===== config.mk =====
export PLATFORM = sky130hd
export DESIGN_NAME = rom_row_fetch_flat
export DESIGN_NICKNAME = d
export VERILOG_FILES = /design/src/rtl/so_ml_pkg.sv /design/src/rtl/rom_row_fetch_if.sv /design/src/rtl/rom_row_fetch.sv /design/src/flat_wrapper.sv
export SDC_FILE = /design/constraint.sdc
export NUM_CORES = 1
export LEC_CHECK = 0
export BUFFER_PORTS_ARGS = -buffer_cell sky130_fd_sc_hd__buf_4
export CAP_MARGIN = 30
export CELL_PAD_IN_SITES_DETAIL_PLACEMENT = 1
export CELL_PAD_IN_SITES_GLOBAL_PLACEMENT = 1
export CORE_MARGIN = 2
export CORE_UTILIZATION = 43
export CTS_BUF_LIST = sky130_fd_sc_hd__clkbuf_4 sky130_fd_sc_hd__clkbuf_8
export CTS_CLUSTER_DIAMETER = 60
export CTS_CLUSTER_SIZE = 14
export DETAILED_ROUTE_END_ITERATION = 10
export PLACE_DENSITY_LB_ADDON = 0.1
export SLEW_MARGIN = 10
export SYNTH_ARGS = -nofsm -noshare
export SYNTH_HDL_FRONTEND = slang
export SYNTH_SLANG_ARGS = --single-unit

===== constraint.sdc =====
create_clock -name clk -period 2.3 [get_ports clk]
set_input_delay 0.115 -clock clk [delete_from_list [all_inputs] [get_ports clk]]
set_output_delay 0.115 -clock clk [all_outputs]
set_load 0.005 [all_outputs]

===== src/rtl/so_ml_pkg.sv =====
// Shared SO_ML definitions: default coefficient-ROM geometry, the row-fetch
// state encoding and the fixed row map of the coefficient ROM.
package so_ml_pkg;

  localparam int DEF_WIDTH = 5;
  localparam int DEF_DEPTH = 37;
  localparam int DEF_COLL  = 8;

  typedef enum logic [1:0] {
    ST_IDLE,
    ST_FETCH,
    ST_DRAIN,
    ST_HOLD
  } fetch_state_e;

  localparam int ROW_VA1    = 0;
  localparam int ROW_A2B1   = 1;
  localparam int ROW_B2BV   = 2;
  localparam int ROW_S_BASE = 3;
  localparam int ROW_BS0    = 35;
  localparam int ROW_BS1    = 36;

  // S_k occupies two consecutive rows: real part first, imaginary part next.
  function automatic int row_s_real(input int k);
    return ROW_S_BASE + 2 * (k - 1);
  endfunction

  function automatic int row_s_imag(input int k);
    return ROW_S_BASE + 2 * (k - 1) + 1;
  endfunction

endpackage


===== src/rtl/rom_row_fetch_if.sv =====
// Row-request, ROM-address and packed-row handshake bundle of rom_row_fetch.
// master = the fetcher, slave = control FSM / ROM / datapath around it.
interface rom_row_fetch_if
  import so_ml_pkg::*;
#(
  parameter int WIDTH     = DEF_WIDTH,
  parameter int DEPTH     = DEF_DEPTH,
  parameter int COLL      = DEF_COLL,
  parameter int DEPTH_LOG = $clog2(DEPTH),
  parameter int COLL_LOG  = $clog2(COLL)
);

  logic                  req_valid;
  logic                  req_ready;
  logic [DEPTH_LOG-1:0]  req_row;
  logic [DEPTH_LOG-1:0]  rom_row;
  logic [COLL_LOG-1:0]   rom_collum;
  logic [WIDTH-1:0]      rom_data;
  logic                  out_valid;
  logic                  out_ready;
  logic [WIDTH*COLL-1:0] out_data;
  logic [DEPTH_LOG-1:0]  out_row;
  logic                  out_err;

  modport master (
    input  req_valid, req_row, rom_data, out_ready,
    output req_ready, rom_row, rom_collum, out_valid, out_data, out_row, out_err
  );

  modport slave (
    output req_valid, req_row, rom_data, out_ready,
    input  req_ready, rom_row, rom_collum, out_valid, out_data, out_row, out_err
  );

endinterface


===== src/rtl/rom_row_fetch.sv =====
// Turns one row request into a packed row of COLL coefficients by walking the
// column address of a 1-cycle registered coefficient ROM.
module rom_row_fetch
  import so_ml_pkg::*;
#(
  parameter int WIDTH     = DEF_WIDTH,
  parameter int DEPTH     = DEF_DEPTH,
  parameter int COLL      = DEF_COLL,
  parameter int DEPTH_LOG = $clog2(DEPTH),
  parameter int COLL_LOG  = $clog2(COLL)
) (
  input logic             clk,
  input logic             rst_n,
  rom_row_fetch_if.master bus
);

  localparam logic [COLL_LOG-1:0] LAST_COL = COLL_LOG'(COLL - 1);

  fetch_state_e          state_q, state_d;
  logic [DEPTH_LOG-1:0]  rom_row_q, rom_row_d;
  logic [COLL_LOG-1:0]   col_q, col_d;
  logic [COLL_LOG-1:0]   cap_q, cap_d;
  logic                  out_valid_q, out_valid_d;
  logic [WIDTH*COLL-1:0] out_data_q, out_data_d;
  logic [DEPTH_LOG-1:0]  out_row_q, out_row_d;
  logic                  out_err_q, out_err_d;
  logic                  capture;

  always_comb begin
    state_d     = state_q;
    rom_row_d   = rom_row_q;
    col_d       = col_q;
    cap_d       = cap_q;
    out_valid_d = out_valid_q;
    out_data_d  = out_data_q;
    out_row_d   = out_row_q;
    out_err_d   = out_err_q;
    capture     = 1'b0;

    unique case (state_q)
      ST_IDLE: begin
        if (bus.req_valid) begin
          out_row_d  = bus.req_row;
          out_data_d = '0;
          cap_d      = '0;
          if (int'(bus.req_row) < DEPTH) begin
            rom_row_d = bus.req_row;
            col_d     = '0;
            out_err_d = 1'b0;
            state_d   = ST_FETCH;
          end else begin
            out_err_d = 1'b1;
            state_d   = ST_HOLD;
          end
        end
      end
      ST_FETCH: begin
        // ROM data trails the address by one cycle, so column 0 has nothing to capture yet.
        capture = (col_q != '0);
        if (capture) cap_d = cap_q + 1'b1;
        if (col_q == LAST_COL) state_d = ST_DRAIN;
        else                   col_d   = col_q + 1'b1;
      end
      ST_DRAIN: begin
        capture     = 1'b1;
        out_valid_d = 1'b1;
        state_d     = ST_HOLD;
      end
      ST_HOLD: begin
        // Out-of-range requests enter HOLD with out_valid low; it rises one cycle later.
        if (!out_valid_q) begin
          out_valid_d = 1'b1;
        end else if (bus.out_ready) begin
          out_valid_d = 1'b0;
          state_d     = ST_IDLE;
        end
      end
      default: state_d = ST_IDLE;
    endcase

    if (capture) begin
      for (int unsigned c = 0; c < COLL; c++) begin
        if (cap_q == COLL_LOG'(c)) out_data_d[c*WIDTH +: WIDTH] = bus.rom_data;
      end
    end
  end

  always_ff @(posedge clk or negedge rst_n) begin
    if (!rst_n) begin
      state_q     <= ST_IDLE;
      rom_row_q   <= '0;
      col_q       <= '0;
      cap_q       <= '0;
      out_valid_q <= 1'b0;
      out_data_q  <= '0;
      out_row_q   <= '0;
      out_err_q   <= 1'b0;
    end else begin
      state_q     <= state_d;
      rom_row_q   <= rom_row_d;
      col_q       <= col_d;
      cap_q       <= cap_d;
      out_valid_q <= out_valid_d;
      out_data_q  <= out_data_d;
      out_row_q   <= out_row_d;
      out_err_q   <= out_err_d;
    end
  end

  assign bus.req_ready  = (state_q == ST_IDLE);
  assign bus.rom_row    = rom_row_q;
  assign bus.rom_collum = col_q;
  assign bus.out_valid  = out_valid_q;
  assign bus.out_data   = out_data_q;
  assign bus.out_row    = out_row_q;
  assign bus.out_err    = out_err_q;

endmodule

===== src/flat_wrapper.sv =====
// flat-port wrapper written by rule: the top's interface ports become plain ports
module rom_row_fetch_flat import so_ml_pkg::*;
#(
  parameter int WIDTH     = DEF_WIDTH,
  parameter int DEPTH     = DEF_DEPTH,
  parameter int COLL      = DEF_COLL,
  parameter int DEPTH_LOG = $clog2(DEPTH),
  parameter int COLL_LOG  = $clog2(COLL)
)
  (clk, rst_n, bus_req_valid, bus_req_row, bus_rom_data, bus_out_ready, bus_req_ready, bus_rom_row, bus_rom_collum, bus_out_valid, bus_out_data, bus_out_row, bus_out_err);
  rom_row_fetch_if #(.WIDTH(WIDTH), .DEPTH(DEPTH), .COLL(COLL), .DEPTH_LOG(DEPTH_LOG), .COLL_LOG(COLL_LOG)) bus_i ();
  input logic clk;
  input logic rst_n;
  input wire logic [$bits(bus_i.req_valid)-1:0] bus_req_valid;
  input wire logic [$bits(bus_i.req_row)-1:0] bus_req_row;
  input wire logic [$bits(bus_i.rom_data)-1:0] bus_rom_data;
  input wire logic [$bits(bus_i.out_ready)-1:0] bus_out_ready;
  output wire logic [$bits(bus_i.req_ready)-1:0] bus_req_ready;
  output wire logic [$bits(bus_i.rom_row)-1:0] bus_rom_row;
  output wire logic [$bits(bus_i.rom_collum)-1:0] bus_rom_collum;
  output wire logic [$bits(bus_i.out_valid)-1:0] bus_out_valid;
  output wire logic [$bits(bus_i.out_data)-1:0] bus_out_data;
  output wire logic [$bits(bus_i.out_row)-1:0] bus_out_row;
  output wire logic [$bits(bus_i.out_err)-1:0] bus_out_err;
  assign bus_i.req_valid = bus_req_valid;
  assign bus_i.req_row = bus_req_row;
  assign bus_i.rom_data = bus_rom_data;
  assign bus_i.out_ready = bus_out_ready;
  assign bus_req_ready = bus_i.req_ready;
  assign bus_rom_row = bus_i.rom_row;
  assign bus_rom_collum = bus_i.rom_collum;
  assign bus_out_valid = bus_i.out_valid;
  assign bus_out_data = bus_i.out_data;
  assign bus_out_row = bus_i.out_row;
  assign bus_out_err = bus_i.out_err;
  rom_row_fetch #(.WIDTH(WIDTH), .DEPTH(DEPTH), .COLL(COLL), .DEPTH_LOG(DEPTH_LOG), .COLL_LOG(COLL_LOG)) u_core (.clk(clk), .rst_n(rst_n), .bus(bus_i));
endmodule

### After elaboration in Yosys (flattened, before gate mapping)

Cells that the tools add are included.

| cells by class | value |
|---|---|
| reduce and logical (&&, ||, !) cells | 10 |
| equal/unequal tests | 18 |
| muxes and demuxes | 29 |
| add/subtract/negate cells | 2 |
| $lt $le $gt $ge | 1 |

Operator list:

| cell | count |
|---|---|
| $mux W40 | 3 |
| $mux W5 | 8 |
| $eq A3 B3 Y1 const B | 5 |
| $mux W3 | 5 |
| $pmux W3 S2 | 2 |
| $mux W2 | 5 |
| $ne A2 B1 Y1 const B | 4 |
| $pmux W2 S4 | 1 |
| $reduce_and A4 Y1 | 2 |
| $add A3 B1 Y3 const B | 2 |
| $eq A3 B2 Y1 const B | 2 |
| $lt A6 B6 Y1 const B | 1 |
| $ne A2 B2 Y1 const B | 3 |
| $reduce_and A3 Y1 | 2 |
| $eq A2 B2 Y1 const B | 2 |
| $pmux W1 S2 | 2 |
| $reduce_bool A2 Y1 | 2 |
| $eq A3 B1 Y1 const B | 1 |
| $logic_not A3 Y1 | 1 |
| $mux W1 | 3 |
| $reduce_bool A3 Y1 | 1 |
| $eq A2 B1 Y1 const B | 1 |
| $logic_not A2 Y1 | 1 |
| $reduce_and A2 Y1 | 1 |

| storage, ports and cells | value |
|---|---|
| input port bits | 15 |
| output and inout bits | 58 |
| logic and storage cells | 68 |
| register bits | 62 |

### Longest topological paths before layout

| depth | value |
|---|---|
| depth after elaboration | 4 |
| depth in mapped cells | 8 |
| depth with buffers taken out | 6 |

### Least setup slack after synthesis

Ideal clock, no wire load.

| timing | value |
|---|---|
| path kind | reg-to-reg |
| from | register u_core.state_q[0] |
| to | register u_core.state_q[1] |
| path slack | 0.608 ns |
| period minus slack after synthesis | 1.692 ns |
| data required time | 2.175 ns |
| data arrival time | 1.567 ns |
| buffers on the path | 1 |
| stages on the path, launching flop included | 8 |
| library setup time | 0.125 ns |
| cells stage by stage | dfrtp_1 -> inv_1 -> ha_1 -> buf_4 -> nand2b_1 -> o21ai_0 -> a21oi_1 -> mux2_2 |

| between the ends | value |
|---|---|
| word-level cells in the longest chain between the ends | 3 |
| elaborated cells between the ends (all ways) | 10 |
| classes of those cells | eq/ne (7); mux (1); reduce/logical (2) |

RTL lines:

| what | line | text |
|---|---|---|
| start, declared | rom_row_fetch.sv:19 | `fetch_state_e state_q, state_d;` |
| start signal, assigned | rom_row_fetch.sv:99 | `state_q <= state_d;` |
| $logic_not A2 Y1 * | -- |  |
| via bus_req_ready | flat_wrapper.sv:18 | `output wire logic [$bits(bus_i.req_ready)-1:0] bus_req_ready;` |
| $ne A2 B2 Y1 (no line) | -- |  |
| $reduce_and A4 Y1 (no line) | -- |  |

Mark *: on every way through the listed nets, which the timed path passes. The rest lies on a longest branch.
A chain may end at the register's enable or synchronous reset.

### Worst setup path in the final report

| timing | value |
|---|---|
| from | register u_core.state_q[1] |
| to | register u_core.out_data_q[6] (netlist: u_core.bus.out_data[6]) |

| between the ends | value |
|---|---|
| word-level cells in the longest chain between the ends | 4 |
| elaborated cells between the ends (all ways) | 7 |
| classes of those cells | eq/ne (2); mux (4); reduce/logical (1) |

RTL lines:

| what | line | text |
|---|---|---|
| $logic_not A2 Y1 | rom_row_fetch.sv:40 | `unique case (state_q)` |
| $mux W40 | rom_row_fetch.sv:40 |  |
| $mux W5 | rom_row_fetch.sv:83 | `if (cap_q == COLL_LOG'(c)) out_data_d[c*WIDTH +: WIDTH] = bus.rom_data;` |
| $mux W40 * | rom_row_fetch.sv:81 | `if (capture) begin` |
| via u_core.out_data_d[6] | rom_row_fetch.sv:24 | `logic [WIDTH*COLL-1:0] out_data_q, out_data_d;` |
| end signal, assigned | rom_row_fetch.sv:104 | `out_data_q <= out_data_d;` |
| end, declared | rom_row_fetch.sv:24 |  |

Marks and branches as above.

==> run metrics <==
setup_tns 0 ns; status finished clean; post-route clock period utilization 0.876; vias in the first global route 2127; fill count 740; drt drc 0; Chip Height 86.3 um; total of max-cap violations 0; first-pass GRT wire length 11000 um; Final Core Density 0.551; placement row count 30; post-synth top area cell dfrtp_1; width of the chip 86.3 um; RSZ-0062 raised after global routing false; share of post-route cells with drive strength above 1 0.336; Initial Utilization 0.436; Unique masters post-synth 33; number of synthesized flops with an enable pin 0; number of I/O port buffers 72; Slew Limit Headroom 0.477; Post-Synth XOR/XNOR Area 0; Clock Path Buffers 2; Synth top cells by count 62 x dfrtp_1, 48 x nand2_1, 44 x mux2i_1, 14 x inv_1; Net Count, Synth 278; DR vias 2057; main flop type after synthesis dfrtp_1; register area share after synthesis 0.532; asr flop ratio synth 1.00; final critical-path required period 2.02 ns; Placed Area 3490 um2; worst hold slack 0.0258 ns; Tot Pwr 4.07 mW; area of the mapped netlist 2920 um2; Synth Area in Adders 0.0558; Fin. Hold Viols 0; Min-Delay Startpoint bus_req_row[2]; CTS H-tree lvls 3; Max Transition Viols Final 0; diode count 0; area grow syn2layout 26.4%; Synth Area in Compound Gates 0.0472; gpl congestion 0.805; Synth Warn # 0; remaining antenna violation count 0; peak supply drop 642 uV; initial antenna violation count 0; R2R depth 5; nets 350; Setup Skew 0.0106 ns; CTS sink cnt 62; die area 7450 um2; WHS Endpoint u_core.bus.out_row[2]; I/O pin cnt 73; wire length per cell 16.7 um; Critical Path Start Type register; r2r setup slk 0.28 ns; worst-margin pin slew 0.784 ns; Starting DRT DRC Count 88; vias per cell 5.05; most frequent cell after synthesis dfrtp_1; cells after synthesis 250; post-synthesis mux area share 0.201; number of synthesized register bits 62; crit-path max FO 11; DRT Pass-1 Iters 4; CTS buffer count 9; Req. time, crit path 2.55 ns; CTS tree built; Root Driver clkbuf_8; GRT Overall Usage 0.192; clock-pin slew on the worst setup and hold paths 0.07 ns; Total Wirelength 6790 um; CP Capture Type register; WHS Path Cells 2; type of the most critical hold path in -> reg; largest family of logic cells by synthesized area multiplexers; pwr/cell area 1110 nW/um2; RR Startpoint u_core.state_q[1]; P_leak 1.93 nW; Worst R2R End u_core.bus.out_data[6]; dpl hpwl 4780 um; Mean Syn Cell Area 11.7 um2; Synth Area in Simple Gates 0.117; largest net degree at the start of global routing 63; core area 6680 um2; final setup vio count 0; Max Clk Rate 496 MHz; WP data arrival 2.26 ns; Synth area leaders dfrtp_1 53%, mux2i_1 15%, nand2_1 6.2%, ha_1 5.6%, mux2_2 5.0%; post-CTS sizing 0; GR Overflow Total 0; Setup CP Type reg -> reg; final instance area 3680 um2; Yosys top cell area share 0.532; Clk Latency, worst-skew pair 0.34 ns
## kinds of logic after synthesis
family / after synthesis
compound gates: 19
buf+inv: 29
mux: 57
flops: 62
fa+ha+maj: 13
simple gates: 70
## where the power goes
group	leakage (nW)	internal [mW]	switching [mW]
sequential	0.824	1.39	0.216
clock	0.0930	0.439	0.418
combinational	1.01	0.812	0.791
## worst max-delay path, stage by stage, from the launching register on
cell and delay, ns:
dfrtp_1 0.41, inv_1 0.09, ha_1 0.42, a21o_1 0.35
and3_1 0.39, mux2i_1 0.25
## layout by cell type (no fill, tap or decap), drive strengths merged, types with 2 or more instances in the layout
master,n
a31oi,2
dlygate4sd3,2
nand2,48
dfrtp,62
nor3,2
nand2b,2
nor2b,2
clkbuf,12
and3,5
ha,13
nor2,3
buf,74
nand3,2
mux2i,44
clkinv,3
inv,14
nand4,4
o21ai,5
a21oi,4
mux2,13
## worst max path at each step
stage                 startpoint                      end  slack (ns)
2_1_floorplan  u_core.state_q[0]        u_core.state_q[1]        0.61
3_3_place_gp   u_core.state_q[1]  u_core.bus.out_data[19]        0.37
3_5_place_dp   u_core.state_q[1]  u_core.bus.out_data[10]        0.27
4_1_cts        u_core.state_q[1]  u_core.bus.out_data[10]        0.25
5_1_grt        u_core.state_q[1]  u_core.bus.out_data[16]         0.1
6_report       u_core.state_q[1]   u_core.bus.out_data[6]        0.28
## layout make-up
| type | instances | area [um2] | share of cell area |
|---|---|---|---|
| Sequential cell | 62 | 1550 | 0.421 |
| Multi-Input combinational cell | 159 | 1230 | 0.334 |
| Timing Repair Buffer | 76 | 576 | 0.156 |
| Clock buffer | 12 | 153 | 0.0414 |
| Tap cell | 80 | 100 | 0.0272 |
| Inverter | 14 | 52.6 | 0.0143 |
| Clock inverter | 4 | 22.5 | 0.00611 |
## repair_timing
action	in CTS	in global routing
hold buffers	2	0
setup buffers	0	0
endpoints found under the hold margin	63	0
## layer usage
layer  wire length (um)  GRT usage  part of all wire
met4                105     0.0682             0.015
met1               3080      0.249              0.45
met3                295     0.0448             0.043
met5                  0          0                 0
met2               3310      0.315              0.49
## flip-flops by register name, indices dropped and copies added (netlist names)
register,cells
u_core.bus.rom_row,6
u_core.bus.rom_collum,3
u_core.state_q,2
u_core.bus.out_data,40
u_core.bus.out_valid,1
u_core.bus.out_err,1
u_core.bus.out_row,6
u_core.cap_q,3
## per-stage QoR
| stage | instances | worst slack [ns] |
|---|---|---|
| 2_1_floorplan | 250 | 0.608 |
| 3_3_place_gp | 389 | 0.369 |
| 3_5_place_dp | 389 | 0.274 |
| 4_1_cts | 407 | 0.248 |
| 5_1_grt | 407 | 0.0984 |
| 6_report | 407 | 0.285 |
Power figures use the tool's default switching activity.
